==> config.mk <==
export PLATFORM = sky130hd
export DESIGN_NAME = puzzle_dealer
export DESIGN_NICKNAME = d
export VERILOG_FILES = /design/src/rtl/puzzle_dealer.sv
export SDC_FILE = /design/constraint.sdc
export NUM_CORES = 1
export LEC_CHECK = 0
export ABC_AREA = 1
export ABC_CLOCK_PERIOD_IN_PS = 4350
export CAP_MARGIN = 15
export CORE_ASPECT_RATIO = 0.6
export CORE_UTILIZATION = 57
export DETAILED_ROUTE_END_ITERATION = 16
export GPL_TIMING_DRIVEN = 0
export PLACE_DENSITY = 0.95
export SETUP_SLACK_MARGIN = 0.05
export SLEW_MARGIN = 30
export SYNTH_ARGS = -nofsm -noshare
export SYNTH_HDL_FRONTEND = slang
export SYNTH_SLANG_ARGS = --single-unit
export TNS_END_PERCENT = 100
==> constraint.sdc <==
create_clock -name clk -period 4.35 [get_ports clk]
set_clock_uncertainty 0.1 [all_clocks]
set_input_delay 0.435 -clock clk [delete_from_list [all_inputs] [get_ports clk]]
set_output_delay 0.435 -clock clk [all_outputs]
set_load 0.05 [all_outputs]
==> src/rtl/puzzle_dealer.sv <==
// Deals one solvable 24-game number set per request, picking the index from an LFSR,
// a sequential pointer or a direct select, and skipping indices dealt recently.
module puzzle_dealer #(
  parameter int unsigned NUM_W      = 10,
  parameter int unsigned HIST_DEPTH = 4,
  parameter logic [15:0] LFSR_SEED  = 16'hACE1
) (
  input  logic             clk,
  input  logic             rst,
  input  logic             i_req,
  input  logic [1:0]       i_mode,
  input  logic [3:0]       i_sel_idx,
  input  logic             i_clear_hist,
  output logic             o_busy,
  output logic             o_valid,
  output logic [3:0]       o_index,
  output logic [NUM_W-1:0] o_num1,
  output logic [NUM_W-1:0] o_num2,
  output logic [NUM_W-1:0] o_num3,
  output logic [NUM_W-1:0] o_num4,
  output logic [7:0]       o_deal_count
);

  // An all-zero seed would lock the LFSR, so it is replaced with 1.
  localparam logic [15:0] SeedEff = (LFSR_SEED == 16'h0000) ? 16'h0001 : LFSR_SEED;

  typedef enum logic {StIdle, StCheck} state_e;

  state_e                r_state;
  state_e                w_state_d;
  logic [15:0]           r_lfsr;
  logic [15:0]           w_lfsr_next;
  logic [3:0]            r_cand;
  logic [3:0]            r_retries;
  logic [3:0]            r_seq_ptr;
  logic [3:0]            r_hist [HIST_DEPTH];
  logic [HIST_DEPTH-1:0] r_hist_vld;
  logic                  r_valid;
  logic [3:0]            r_index;
  logic [NUM_W-1:0]      r_num1;
  logic [NUM_W-1:0]      r_num2;
  logic [NUM_W-1:0]      r_num3;
  logic [NUM_W-1:0]      r_num4;
  logic [7:0]            r_count;
  logic                  w_hit;
  logic                  w_collide;
  logic                  w_accept;
  logic                  w_step;
  logic                  w_deal;
  logic [15:0]           w_rom;

  function automatic logic [15:0] rom_entry(input logic [3:0] idx);
    logic [15:0] e;
    case (idx)
      4'd0:    e = 16'h248B;
      4'd1:    e = 16'h26CD;
      4'd2:    e = 16'h357D;
      4'd3:    e = 16'h366B;
      4'd4:    e = 16'h137C;
      4'd5:    e = 16'h789A;
      4'd6:    e = 16'h26BC;
      4'd7:    e = 16'h348D;
      4'd8:    e = 16'h36AA;
      4'd9:    e = 16'h449C;
      4'd10:   e = 16'h4679;
      4'd11:   e = 16'h56BD;
      4'd12:   e = 16'h88BC;
      4'd13:   e = 16'hBCCD;
      4'd14:   e = 16'h1234;
      default: e = 16'h78AD;
    endcase
    return e;
  endfunction

  // Galois form of x^16+x^14+x^13+x^11+1.
  assign w_lfsr_next = {1'b0, r_lfsr[15:1]} ^ (r_lfsr[0] ? 16'hB400 : 16'h0000);
  assign w_rom       = rom_entry(r_cand);

  always_comb begin
    w_hit = 1'b0;
    for (int unsigned i = 0; i < HIST_DEPTH; i++) begin
      if (r_hist_vld[i] && (r_hist[i] == r_cand)) w_hit = 1'b1;
    end
  end

  // Retry cap is only a safety bound; a free index always exists within HIST_DEPTH steps.
  assign w_collide = w_hit && ({28'd0, r_retries} < HIST_DEPTH);

  always_comb begin
    w_state_d = r_state;
    w_accept  = 1'b0;
    w_step    = 1'b0;
    w_deal    = 1'b0;
    case (r_state)
      StIdle: begin
        if (i_req) begin
          w_accept  = 1'b1;
          w_state_d = StCheck;
        end
      end
      StCheck: begin
        if (w_collide) begin
          w_step = 1'b1;
        end else begin
          w_deal    = 1'b1;
          w_state_d = StIdle;
        end
      end
      default: w_state_d = StIdle;
    endcase
  end

  always_ff @(posedge clk) begin
    if (rst) r_state <= StIdle;
    else     r_state <= w_state_d;
  end

  always_ff @(posedge clk) begin
    if (rst) begin
      r_lfsr     <= SeedEff;
      r_cand     <= 4'd0;
      r_retries  <= 4'd0;
      r_seq_ptr  <= 4'd0;
      r_hist_vld <= '0;
      for (int unsigned i = 0; i < HIST_DEPTH; i++) r_hist[i] <= 4'd0;
      r_valid    <= 1'b0;
      r_index    <= 4'd0;
      r_num1     <= '0;
      r_num2     <= '0;
      r_num3     <= '0;
      r_num4     <= '0;
      r_count    <= 8'd0;
    end else begin
      r_lfsr  <= w_lfsr_next;
      r_valid <= w_deal;
      if (w_accept) begin
        case (i_mode)
          2'd0:    r_cand <= r_lfsr[3:0];
          2'd2:    r_cand <= i_sel_idx;
          default: r_cand <= r_seq_ptr;
        endcase
        r_retries <= 4'd0;
      end else if (w_step) begin
        r_cand    <= r_cand + 4'd1;
        r_retries <= r_retries + 4'd1;
      end
      if ((r_state == StIdle) && i_clear_hist) r_hist_vld <= '0;
      if (w_deal) begin
        r_index   <= r_cand;
        r_num1    <= NUM_W'(w_rom[15:12]);
        r_num2    <= NUM_W'(w_rom[11:8]);
        r_num3    <= NUM_W'(w_rom[7:4]);
        r_num4    <= NUM_W'(w_rom[3:0]);
        r_count   <= r_count + 8'd1;
        r_seq_ptr <= r_cand + 4'd1;
        r_hist[0]     <= r_cand;
        r_hist_vld[0] <= 1'b1;
        for (int unsigned i = 1; i < HIST_DEPTH; i++) begin
          r_hist[i]     <= r_hist[i-1];
          r_hist_vld[i] <= r_hist_vld[i-1];
        end
      end
    end
  end

  assign o_busy       = (r_state == StCheck);
  assign o_valid      = r_valid;
  assign o_index      = r_index;
  assign o_num1       = r_num1;
  assign o_num2       = r_num2;
  assign o_num3       = r_num3;
  assign o_num4       = r_num4;
  assign o_deal_count = r_count;

endmodule

==> metrics, run 1 <==
worst path required time roughly 4.2 ns; IO Port Bufs 39; grt total ovfl 0; row count 22; Finished Cell Area about 0.0046 sq mm; Most used DFF post-synth dfxtp_1; clk buf depth 2; combinational power share 19.9%; fillers about 470; vias 3,418; number of global-route vias before repair ~3,300; internal power 0.00121 W; top-count cell post-synth nand2_1; hpwl dp between 6 and 7 mm; mux cell area share after synthesis 0%; Post-Syn Area per Cell a little under 8 sq um; total CTS buffers 9; DR DRC count 0; CTS Sinks around 80; Adder-Cell Fraction of Synth Area 3.62%; First-pass DRT Iterations 5; Fin. Hold Viols 0; FMAX approximately 350 MHz; root cell of the clock tree clkbuf_8; synth top area cells dfxtp_1 (33%), edfxtp_1 (13%), nand2_1 (12%); Nets ~590; Starting DRT DRC Count about 350; synth cell count leaders nand2_1 (124), dfxtp_1 (62), nor2_1 (55); Reg clk slew, reported paths 0.08 ns; sequential cell fraction of total power roughly 46%; xor/xnor share of the synthesized area 2.54%; Clock Latency Late Sink about 0.37 ns; first-pass GRT wire length 15.2 mm; post-synthesis cell count 494; Post-Route WL ~9 mm; RSZ-0062 raised after global routing no; Setup TNS Final 0 ns; fin. max-slew vios 0; Die Ht 65.2 um; crit end category flop; min Tclk post-route about 2.8 ns; Cell Area, Synth between 0.003 and 0.004 sq mm; worst-margin pin slew 0.677 ns; Distinct cells, synth 32; placed cell areas roughly 0.0044 sq mm; layout cells sized above 1 11.7%; routability cong. ~0.94; CTS H-tree depth 3; register area share after synthesis approximately 45%; Max VDD drop 0.000182 V; LEAKAGE between 2 and 2.5 nW; DR vias/cell 5.21; Worst Setup Path Type flop to flop; status complete, no violations; Synth warnings 0; number of enable flip-flop cells after synthesis 16; post-CTS setup buffers 0; HP Class flop to flop; routed wire length per instance between 10 and 15 um; Max FO, Critical Path 16; biggest area consumer among synthesized cells dfxtp_1; Die W between 100 and 150 um; area growth from synthesis to layout 21.0%; initial antenna violation count 0; All-Layer GR Usage 28.7%; Critical Path Start Type flop; Core Area between 0.006 and 0.007 sq mm; largest net degree at the start of global routing 17; crit share post-route 65.4%; Yosys top cell area share between 30% and 40%; #FFs+latches synth 78; ANT cells 0; Synth Area in Compound Gates under 10%; slew margin rel. 54.8%; clock network fraction of total power about a third; antenna viol nets, final 0; final setup vio count 0; Total Die Area roughly 0.007 sq mm; cts repair resizes 0; Post-synth ARST share 0%; I/O pin count 64; switch share a little under a third; CP arrival between 2 and 3 ns; post-synthesis simple-gate area fraction a little over a quarter; largest family of logic cells by synthesized area simple AND/OR/NAND/NOR gates; TritonCTS clock tree yes; NetSw 0.000532 W; Pwr Density between 300 and 400 mW/mm^2; Hold-fix buffers, CTS 0; initial core utilization approximately three fifths; # Max-Cap Violations 0
worst paths after layout:
path | slack, ns | from | to | cells after the start
hold / removal | 0.30 | r_lfsr[9] | r_lfsr[8] | 2
setup reg to reg | 1.50 | r_cand[0] | r_hist[0][10] | 14
hold reg to reg | 0.30 | r_lfsr[9] | r_lfsr[8] | 2
setup / recovery | 1.50 | r_cand[0] | r_hist[0][10] | 14
through the flow:
step	power, W	util [%]	worst slack [ns]	hold WS [ns]	std cells
3_3_place_gp	0.00114	69.8	1.39	0.292	640
5_1_grt	0.00181	73.2	1.29	0.314	656
4_1_cts	0.00174	73.2	1.53	0.306	656
2_1_floorplan	0.00107	-	2.08	0.288	517
3_5_place_dp	0.00115	69.8	1.33	0.295	640
6_report	0.00174	73.2	1.50	0.304	656
per-layer routing:
layer / vias to the layer above / GRT usage [%] / share of wire, %
met5: - / 0 / 0
met4: 0 / 10.1 / 2.5
met3: 28 / 10.2 / 13
met2: 202 / 45.7 / 44
met1: 1529 / 36.2 / 41
li1: 1659 / - / -
state kept, by name, summed over array words and instances (netlist names):
signal / flops
r_cand: 4
o_busy: 1
r_seq_ptr: 4
o_deal_count: 8
o_num1: 4
r_hist: 16
o_num3: 4
r_hist_vld: 4
o_num2: 4
r_lfsr: 16
o_num4: 4
o_index: 4
o_valid: 1
r_retries: 4
power by group through the flow:
stage,sequential (W),combinational (W),clock (W)
2_1_floorplan,0.000854,0.000212,0
3_3_place_gp,0.000815,0.000328,0
3_5_place_dp,0.000817,0.000338,0
4_1_cts,0.000800,0.000341,0.000595
5_1_grt,0.000805,0.000375,0.000627
6_report,0.000801,0.000346,0.000594
logic make-up (layout without fill, tap and decap cells):
group,Yosys count,count (layout)
compound gates,50,50
other cells,1,24
fa+ha+maj,11,11
flops,78,78
simple gates,243,243
buf+inv,100,155
xor+xnor,11,11
cell usage in the layout (no fill, tap or decap), types with 2 or more instances in the layout:
master and n:
a21oi_1 27, a31oi_1 2, buf_1 2, buf_2 4, buf_4 26, buf_6 7, bufinv_16 2, clkbuf_1 10
clkbuf_8 9, clkdlybuf4s50_1 39, clkinv_4 2, conb_1 24, dfxtp_1 62, edfxtp_1 16, ha_1 11, inv_1 45
inv_2 7, nand2_1 124, nand2_4 3, nand3_1 46, nand4_1 7, nor2_1 55, o21ai_0 12, o22ai_1 3
or2_2 5, xnor2_1 5, xor2_1 6
cell type report:
cell class                 count  area [sq um]  share of cell area [%]
clock buffer                  10           128                    2.78
clock inverter                 6          86.3                    1.88
tap                           84           105                    2.29
inverter                      52           195                    4.25
timing repair buffer          39           390                    8.50
buffer                        48           335                    7.30
sequential                    78          1720                    37.5
multi-input combinational    339          1630                    35.5
worst max-delay path: stages (launching register included):
cell	delay (ns)
dfxtp_1	0.39
buf_4	0.22
inv_2	0.14
nand2_1	0.09
nand2_1	0.06
nor2_1	0.12
nand3_1	0.13
nand2_1	0.12
inv_2	0.05
nand2_4	0.08
nand2_4	0.10
nand2_4	0.12
buf_6	0.15
buf_6	0.15
nand2_1	0.41
(Power assumes the default switching activity.)
==> inputs of run 2 (changes only) <==
--- a/config.mk
+++ b/config.mk
@@ -6,13 +6,13 @@
 export NUM_CORES = 1
 export LEC_CHECK = 0
 export ABC_AREA = 1
-export ABC_CLOCK_PERIOD_IN_PS = 4350
+export ABC_CLOCK_PERIOD_IN_PS = 2400
 export CAP_MARGIN = 15
 export CORE_ASPECT_RATIO = 0.6
-export CORE_UTILIZATION = 57
+export CORE_UTILIZATION = 48
 export DETAILED_ROUTE_END_ITERATION = 16
 export GPL_TIMING_DRIVEN = 0
-export PLACE_DENSITY = 0.95
+export PLACE_DENSITY = 0.86
 export SETUP_SLACK_MARGIN = 0.05
 export SLEW_MARGIN = 30
 export SYNTH_ARGS = -nofsm -noshare
==> constraint.sdc (replaced) <==
create_clock -name clk -period 2.4 [get_ports clk]
set_clock_uncertainty 0.1 [all_clocks]
set_input_delay 0.24 -clock clk [delete_from_list [all_inputs] [get_ports clk]]
set_output_delay 0.24 -clock clk [all_outputs]
set_load 0.05 [all_outputs]
==> metrics, run 2 (synthesis results as in run 1) <==
status complete, no violations; First-pass DRT Iterations 5; CP cell instances buf_6, inv_4, nand2_1, nand2_1, nor2_1, nand3_1, nand2_1, inv_2, nand2_4, nand2_4, nand2_4, buf_6, buf_8, nand2_8; crit share post-route between 90 and 100%; setup slack after layout around 0.17 ns; commonest cells after routing, fill and taps aside nand2_1 (123), dfxtp_1 (60), nor2_1 (55), nand3_1 (46), inv_1 (45); clk buf depth 2; Max stage delay on crit path approximately 0.37 ns; vias roughly 3,400; All-Layer GR Usage approximately a quarter; row count 24; TritonCTS clock tree yes; Die Ht slightly above 70 um; CP arrival approximately 2.2 ns; worst path required time roughly 2.4 ns; Clock Latency Late Sink 0.34 ns; area growth from synthesis to layout 24.1%; hpwl dp ~6.7 mm; IO Port Bufs 39; crit end category flop; final core occ between 60% and 70%; # Max-Cap Violations 0; Setup TNS Final 0 ns; hold depth 2; Core Area around 0.0074 sq mm; Critical Path Start Type flop; Reg clk slew, reported paths 0.06 ns; FF-to-FF path depth 14; RR Startpoint r_cand[0]; flop2flop setup slack around 0.17 ns; root cell of the clock tree clkbuf_16; Finished Cell Area about 0.0047 sq mm; Non-Filler Instances 676; LEAKAGE 2.22 nW; Placed Instances 660; number of global-route vias before repair 3,125; min Tclk post-route ~2.2 ns; pre-CTS setup slack -0.453 ns; fin. max-slew vios 0; Nets between 500 and 600; Fin. Hold Viols 0; I/O pin count 64; Starting DRT DRC Count 343; slew margin rel. roughly 56%; CTS Sinks between 70 and 80; DR vias/cell around 5; commonest non-fill, non-tap cell in the layout nand2_1; HP Class flop to flop; antenna viol nets, final 0; first-pass GRT wire length between 10 and 15 mm; initial antenna violation count 0; final setup vio count 0; Max VDD drop about 0.0006 V; Worst Setup Path Type flop to flop; initial core utilization between 50 and 60%; Total Die Area just over 0.008 sq mm; worst reg2reg path endpoint r_hist[0][10]; Die W ~120 um; hold path endpoint r_lfsr[3]; Post-Route WL roughly 9.1 mm; Pwr Density approximately 710 mW/mm^2; DR DRC count 0; ANT cells 0; fillers ~640; layout cells sized above 1 around an eighth; total CTS buffers 9; Max FO, Critical Path 16; largest net degree at the start of global routing 17; RSZ-0062 raised after global routing no; grt total ovfl 0; Hold-fix buffers, CTS 0; worst-margin pin slew 0.663 ns; hold path startpoint r_lfsr[4]; CTS H-tree depth 3; FMAX around 450 MHz; routability cong. between 0.8 and 0.9; Slowest cell on crit path dfxtp_2; placed cell areas 0.00440 sq mm; routed wire length per instance 13.4 um
run 2: cell types whose count changed in the layout (fill, tap and decap cells not counted), moves of 2 or more:
cell / delta
bufinv_16: -2
dfxtp_1: -2
clkbuf_16: +9
inv_6: +2
clkbuf_8: -9
run 2: where the power goes:
part | leakage [nW] | switching [W] | internal [W]
clock network | 0.137 | 0.000551 | 0.000707
registers | 0.678 | 0.0000446 | 0.00141
logic | 1.41 | 0.000425 | 0.000205
total | 2.22 | 0.00102 | 0.00232
run 2: area by class of cell:
cell class,count,area (sq um),area share (%)
plain buffers,48,345,7.33
multi-input cells,339,1650,35.0
repair buffers,39,390,8.28
clock buffers,10,229,4.86
inverters,52,198,4.20
flip-flops and latches,78,1730,36.6
well taps,104,130,2.76
clock inverters,6,45.0,0.956
run 2: worst max-delay path, delay by kind of cell (launching register included):
family	cells	cell delay, ns
and+or+nand+nor	9	0.82
buffers and inverters	5	0.62
DFF	1	0.37
run 2: layer usage:
layer | vias up | part of all wire, % | track usage [%] | wire length [um]
li1 | 1664 | - | - | -
met4 | 0 | 1.1 | 7.31 | 103
met1 | 1556 | 45 | 32.2 | 4100
met5 | - | 0 | 0 | 0
met3 | 15 | 9.5 | 7.28 | 866
met2 | 148 | 44 | 34.9 | 4010
run 2: worst max-delay path by stage:
stage               cells past startpoint       from             to  slack (ns)
floorplan                              14  r_cand[0]   r_hist[0][0]        0.13
global placement                        5        rst  r_hist[0][12]       -0.42
detailed placement                      5        rst  r_hist[0][12]       -0.45
CTS                                    14  r_cand[0]   r_hist[0][8]        0.09
global route                           14  r_cand[0]   r_hist[0][8]        0.05
finish                                 14  r_cand[0]  r_hist[0][10]        0.17
run 2: timing repair:
item                                    CTS  global route
gates resized for setup                   5             6
hold endpoints to repair                  0             0
endpoints found under the setup margin   16            19
setup buffers                             0             0
run 2: stage by stage:
step | hold WS (ns) | total power (W)
finish | 0.312 | 0.00334
global route | 0.327 | 0.00347
CTS | 0.312 | 0.00334
detailed placement | 0.303 | 0.00209
global placement | 0.291 | 0.00208
floorplan | 0.247 | 0.00193
